`src/rtl/reg_dump_reader.sv`:
```
// reg_dump_reader: walks a contiguous, wrapping range of the register file
// through its combinational read port and streams each value out over a
// valid/ready byte interface.
// Optional feature: define REG_DUMP_CHECKSUM_EN to append an XOR checksum
// byte after the data bytes. That checksum byte carries out_last.
module reg_dump_reader #(
  parameter int W = 8,
  parameter int D = 4
) (
  input  logic         CLK,
  input  logic         reset,
  input  logic         start,
  input  logic [D-1:0] start_addr,
  input  logic [D:0]   len,
  output logic [D-1:0] rd_addr,
  input  logic [W-1:0] rd_data,
  output logic [W-1:0] out_data,
  output logic         out_valid,
  input  logic         out_ready,
  output logic         out_last,
  output logic         busy,
  output logic         done
);

  localparam logic [D:0] DEPTH = {1'b1, {D{1'b0}}};
  localparam logic [D:0] ONE   = (D+1)'(1);

`ifdef REG_DUMP_CHECKSUM_EN
  typedef enum logic [2:0] {IDLE, FETCH, SEND, CSUM, DONE} state_t;
`else
  typedef enum logic [1:0] {IDLE, FETCH, SEND, DONE} state_t;
`endif

  state_t       state;
  state_t       state_next;
  logic [D-1:0] ptr;
  logic [D:0]   rem;
  logic [D-1:0] rd_addr_q;
  logic [D:0]   len_clamped;
  logic         accept;
`ifdef REG_DUMP_CHECKSUM_EN
  logic [W-1:0] csum;
`endif

  // A length above the register file depth dumps the whole file exactly once.
  assign len_clamped = (len > DEPTH) ? DEPTH : len;
  assign accept      = out_valid && out_ready;

  // The read port sees the live pointer during FETCH.
  // Outside FETCH it keeps the last address that was fetched.
  assign rd_addr = (state == FETCH) ? ptr : rd_addr_q;
  assign busy    = (state != IDLE);
  assign done    = (state == DONE);

  // State register. Reset overrides everything, including a dump in progress.
  always_ff @(posedge CLK) begin
    if (reset) state <= IDLE;
    else       state <= state_next;
  end

  // Next-state logic. A start is only honoured in IDLE; a start that arrives
  // while busy is dropped and is not queued.
  always_comb begin
    state_next = state;
    case (state)
      IDLE:  if (start) state_next = (len == '0) ? DONE : FETCH;
      FETCH: state_next = SEND;
      SEND: begin
        if (accept) begin
          if (rem == ONE) begin
`ifdef REG_DUMP_CHECKSUM_EN
            state_next = CSUM;
`else
            state_next = DONE;
`endif
          end else begin
            state_next = FETCH;
          end
        end
      end
`ifdef REG_DUMP_CHECKSUM_EN
      CSUM:  if (accept) state_next = DONE;
`endif
      DONE:  state_next = IDLE;
      default: state_next = IDLE;
    endcase
  end

  // Datapath: pointer and remaining count, the registered output byte, and
  // (when enabled) the running checksum.
  always_ff @(posedge CLK) begin
    if (reset) begin
      ptr       <= '0;
      rem       <= '0;
      rd_addr_q <= '0;
      out_data  <= '0;
      out_valid <= 1'b0;
      out_last  <= 1'b0;
`ifdef REG_DUMP_CHECKSUM_EN
      csum      <= '0;
`endif
    end else begin
      case (state)
        IDLE: begin
          if (start) begin
            ptr <= start_addr;
            rem <= len_clamped;
`ifdef REG_DUMP_CHECKSUM_EN
            csum <= '0;
`endif
          end
        end
        FETCH: begin
          rd_addr_q <= ptr;
          out_data  <= rd_data;
          out_valid <= 1'b1;
`ifdef REG_DUMP_CHECKSUM_EN
          out_last  <= 1'b0;
`else
          out_last  <= (rem == ONE);
`endif
        end
        SEND: begin
          if (accept) begin
            rem       <= rem - ONE;
            ptr       <= ptr + 1'b1;
            out_valid <= 1'b0;
            out_last  <= 1'b0;
`ifdef REG_DUMP_CHECKSUM_EN
            csum      <= csum ^ out_data;
            if (rem == ONE) begin
              out_data  <= csum ^ out_data;
              out_valid <= 1'b1;
              out_last  <= 1'b1;
            end
`endif
          end
        end
`ifdef REG_DUMP_CHECKSUM_EN
        CSUM: begin
          if (accept) begin
            out_valid <= 1'b0;
            out_last  <= 1'b0;
          end
        end
`endif
        default: begin
          out_valid <= 1'b0;
          out_last  <= 1'b0;
        end
      endcase
    end
  end

endmodule

```
`config.mk`:
```
export PLATFORM = sky130hd
export DESIGN_NAME = reg_dump_reader
export DESIGN_NICKNAME = d
export VERILOG_FILES = /design/src/rtl/reg_dump_reader.sv
export SDC_FILE = /design/constraint.sdc
export NUM_CORES = 1
export LEC_CHECK = 0
export CAP_MARGIN = 10
export CORE_MARGIN = 5
export CORE_UTILIZATION = 42
export DETAILED_ROUTE_END_ITERATION = 8
export PLACE_DENSITY = 0.75
export SLEW_MARGIN = 40
export SYNTH_ARGS = -nofsm -noshare
export SYNTH_HDL_FRONTEND = slang
export SYNTH_SLANG_ARGS = --single-unit
```
`constraint.sdc`:
```
create_clock -name CLK -period 1.25 [get_ports CLK]
set_input_delay 0.1875 -clock CLK [delete_from_list [all_inputs] [get_ports CLK]]
set_output_delay 0.1875 -clock CLK [all_outputs]
set_load 0.03 [all_outputs]
```
Word level (Yosys, flattened, before mapping) --
Cells that the tools add are included.
Operators by class: add/subtract/negate cells 2, magnitude comparators 1, equality and inequality tests 6, muxes and demuxes 16, bitwise logic cells 1, reductions and logical operators 8
Operators by type and width (number):
- $mux 5 | 3
- $mux 4 | 3
- $pmux 5 s2 | 1
- $mux 2 | 4
- $pmux 2 s4 | 1
- $pmux 4 s2 | 1
- $pmux 1 s3 | 2
- $eq 5x1->1 const B | 1
- $gt 5x5->1 const B | 1
- $logic_not 5->1 | 1
- $sub 5x1->5 const B | 1
- $add 4x1->4 const B | 1
- $eq 2x2->1 const B | 2
- $ne 2x2->1 const B | 2
- $reduce_and 2->1 | 2
- $reduce_bool 2->1 | 2
- $reduce_and 3->1 | 1
- $eq 2x1->1 const B | 1
- $logic_not 2->1 | 1
- $logic_and 1x1->1 | 1
- $mux 1 | 1
- $not 1->1 | 1
Word-level totals: register bits 25, output and inout port bits 16

Depth between registers and ports, before layout --
word-level depth 4, depth in mapped cells 5

Worst setup path after synthesis --
Ideal clock, no wire load.
path type reg2reg, from register state[0], to register rd_addr_q[2], arrival time 1.342 ns, data required time 1.135 ns, setup slack -0.207 ns, cell stages (with the launch flop) 6, buffers on the path 2, clock period less this slack 1.457 ns, path through dfxtp_1 > buf_6 > nand2b_2 > buf_2 > mux2_1 > and2_1
Between the ends: longest elaborated chain between the ends 2
RTL lines:
- start: declaration | RTL line 34 | state_t state;
- start signal: assignment | RTL line 58 | else state <= state_next;
- $eq 2x1->1
- $mux 4
- net rd_addr[2] | RTL line 15 | output logic [D-1:0] rd_addr,
- end signal: assignment | RTL line 114 | rd_addr_q <= ptr;
- end: declaration | RTL line 38 | logic [D-1:0] rd_addr_q;
The timed path passes the listed nets, and every way through them passes these cells. A chain may end at the register's enable or synchronous reset.

Worst setup path after layout --
from register state[1], to register ptr[3]
Between the ends: longest elaborated chain between the ends 3
RTL lines:
- $eq 2x2->1 or $logic_not 2->1 (tied branches) | RTL line 103 | case (state)
- $ne 2x2->1 (no line) or $reduce_bool 2->1 (tied branches)
- $reduce_and 3->1 (no line)
- end signal: assignment | RTL line 106 | ptr <= start_addr;
- end signal: assignment | RTL line 126 | ptr <= ptr + 1'b1;
- end: declaration | RTL line 36 | logic [D-1:0] ptr;
Several ways; a longest one is shown, not always the timed one.

==> flow_summary_export.csv <==
group,metric,value,unit
status,status,"finished, violations left",
status,violations,"negative setup slack",
detailed_routing,avgViaCountPerCell,5.69,
timing,fin_crit,1.53,ns
clock_tree,clock_sink_count,25,
synth,syn_inst,146,
critical_path,worstSetupStartpointType,"register",
synth,yosys_warnings,0,
timing,max_freq,653,MHz
die,die_area,0.00432,mm2
clock_tree,clock_latency,0.32,ns
global_routing,grt_start_max_net_pins,22,
timing,hold_viol_final,0,
timing,setup_viol,17,
finish,multiInputGateArea,843,um2
finish,nets,234,
clock_tree,cts_root_buf,"clkbuf_4",
global_routing,grt_use_total,20.0,%
detailed_routing,ant_nets,0,
critical_path,cp.buffers_inverters,2,
synth,synth_seq_cells,25,
clock_tree,cts_tree,"done",
placement,gp_congestion,0.870,
pwr,power.total,1.96,mW
finish,diodes,0,
synth,synth-edff-count,0,
detailed_routing,drc,0,
synth,yosysSeqAreaShare,38.4,%
critical_path,crit_top_cell,"buf_4",
die,die_x,65.7,um
global_routing,grt_pass1_vias,1395,
placement,portBuffers,36,
synth,synth_nets,170,
critical_path,criticalPathCategory,"register to register",
die,die-height,65.7,um
global_routing,grt_pass1_wl,6620,um
synth,synth_area,0.00130,mm2
placement,placed_area,0.00187,mm2
worst_hold_path,hold_class,"input pin to register",
critical_path,critPathMaxStageDelay,0.35,ns
detailed_routing,wl_per_cell,18.0,um
timing,finalCritPeriodShare,123,%
critical_path,critPathTopFamily,"compound AO/OA/AOI/OAI gates",
synth,ys.flop_type,"dfxtp_1",
die,initial_core_util,43.4,%
finish,final_area,0.00207,mm2
die,ios,37,
finish,drive_gt1_share,41.1,%
timing,fin_ws,-0.282,ns
timing,relSlewSlack,77.6,%
detailed_routing,drtIter0Drc,54,
timing,slew_viol_final,0,
critical_path,cp_cell_sequence,"buf_4 > and4b_1 > buf_4 > o221a_1 > a32o_1",
pwr,p_leak,0.894,nW
finish,syn_to_final_growth,59.0,%
detailed_routing,via_count,1377,
clock_tree,cts_made_buffers,3,
critical_path,end_kind,"register",
die,core_area,0.00300,mm2
critical_path,worst-path-max-fanout,21,
finish,fillers,254,
global_routing,grt_antenna_before_repair,0,
synth,synth_area_per_cell,8.93,um2
clock_tree,clockBufferDepth,2,
timing,rsz0062_at_grt,"true",
critical_path,cp_data_arrival_time,1.75,ns
detailed_routing,drtPass1Iterations,4,
pwr,vdd_ir_drop_max,0.000499,V
clock_tree,htreeDepth,1,
detailed_routing,drt-total-wl,4350,um
timing,fin_skew,0.00755,ns
pwr,p_per_area,943,mW/mm2
critical_path,slowest_stage,"dfxtp_2",
global_routing,grt_overflow,0,
finish,seq_area,509,um2
timing,worst_pin_slew,0.335,ns
synth,async_reset_ff_share,0,%
placement,place_hpwl,2860,um
die,row_count,20,
clock_tree,cts-hold-fix-buffers,0,
synth,ys_types,44,
job,maxCapViolations,0,
clock_tree,clk_pin_slew,0.13,ns
critical_path,crit_required,1.47,ns
cell type report:
| type | instances | area share [%] |
|---|---|---|
| clock buffers | 4 | 1.27 |
| repair buffers | 70 | 29.7 |
| well taps | 33 | 1.99 |
| flip-flops and latches | 25 | 24.6 |
| multi-input cells | 100 | 40.7 |
| inverters | 10 | 1.81 |
worst register-to-register path, stage by stage (launching register included):
cell and delay (ns):
dfxtp_2 0.35, buf_4 0.21, and4b_1 0.24, buf_4 0.18, o221a_1 0.24, a32o_1 0.22
state kept, by name (all words and copies together), names as in the netlist:
register and flops:
out_data 8, out_last 1, out_valid 1, ptr 4, rd_addr_q 4, rem 5, state 2
per-stage QoR:
stage	instances	setup WS [ns]	utilization, %	setup TNS (ns)	hold WS (ns)
after floorplan	146	-0.00262	-	-0.00262	0.323
after global placement	232	-0.331	62.2	-3.70	0.442
after detailed placement	232	-0.364	62.2	-4.35	0.448
after CTS	242	-0.237	68.0	-2.69	0.403
after global routing	242	-0.302	69.0	-4.24	0.414
final	242	-0.282	69.0	-3.31	0.405
final timing paths:
kind | end | startpoint | slack [ns] | cells after the start
worst min-delay path | out_data[0] | rd_data[0] | 0.40 | 3
worst max-delay path | ptr[3] | state[1] | -0.28 | 5
worst max register to register | ptr[3] | state[1] | -0.28 | 5
worst min register to register | out_data[0] | out_data[0] | 0.46 | 2
timing repair:
| item | 4_1_cts | 5_1_grt |
|---|---|---|
| resized for setup | 62 | 28 |
| pin swaps | 3 | 10 |
| gates cloned | 1 | 0 |
| buffers inserted | 5 | 1 |
| endpoints found under the setup margin | 33 | 30 |
placed cells by master (no fill, tap or decap), types with 5 or more instances in the layout:
master and count:
and2_1 5, a21oi_1 6, clkdlybuf4s50_1 20, clkbuf_2 7, buf_4 32, nand2_1 12
a21oi_2 6, inv_1 9, buf_6 7, dfxtp_1 20
cells by family (layout without fill, tap and decap cells):
logic type | after synthesis | after routing | share of synthesized area, %
and+or+nand+nor | 53 | 53 | 23.7
AOI/OAI and AO/OA | 37 | 37 | 21.1
DFF | 25 | 25 | 38.4
buffers and inverters | 21 | 84 | 8.06
muxes | 7 | 7 | 5.85
adders and majority gates | 3 | 3 | 2.88
cell usage after synthesis, types with 3 or more instances:
library cell / instances / share of area (%)
clkbuf_1: 4 / 1.2
ha_1: 3 / 2.9
nor2b_1: 3 / 1.4
inv_1: 10 / 2.9
nand2_1: 18 / 5.2
nand3_1: 4 / 1.5
and2_1: 5 / 2.4
dfxtp_1: 25 / 38
nor3_1: 4 / 1.5
a31oi_1: 3 / 1.4
nor3b_1: 3 / 1.7
a221oi_1: 3 / 2.0
o22a_1: 3 / 2.0
mux2_1: 4 / 3.5
buf_2: 3 / 1.2
a21oi_1: 12 / 4.6
power breakdown:
part / leakage (nW) / total, mW / internal, mW / switching [mW]
sequential: 0.206 / 0.889 / 0.852 / 0.0366
clock: 0.0150 / 0.364 / 0.125 / 0.239
combinational: 0.673 / 0.703 / 0.355 / 0.349
total: 0.894 / 1.96 / 1.33 / 0.624
per-layer routing:
layer	track usage (%)	wire [um]
met1	21.8	1760
met2	36.9	2300
met3	3.59	220
met4	8.81	70
met5	0	0
No activity file was read; power rests on OpenSTA's default activity.
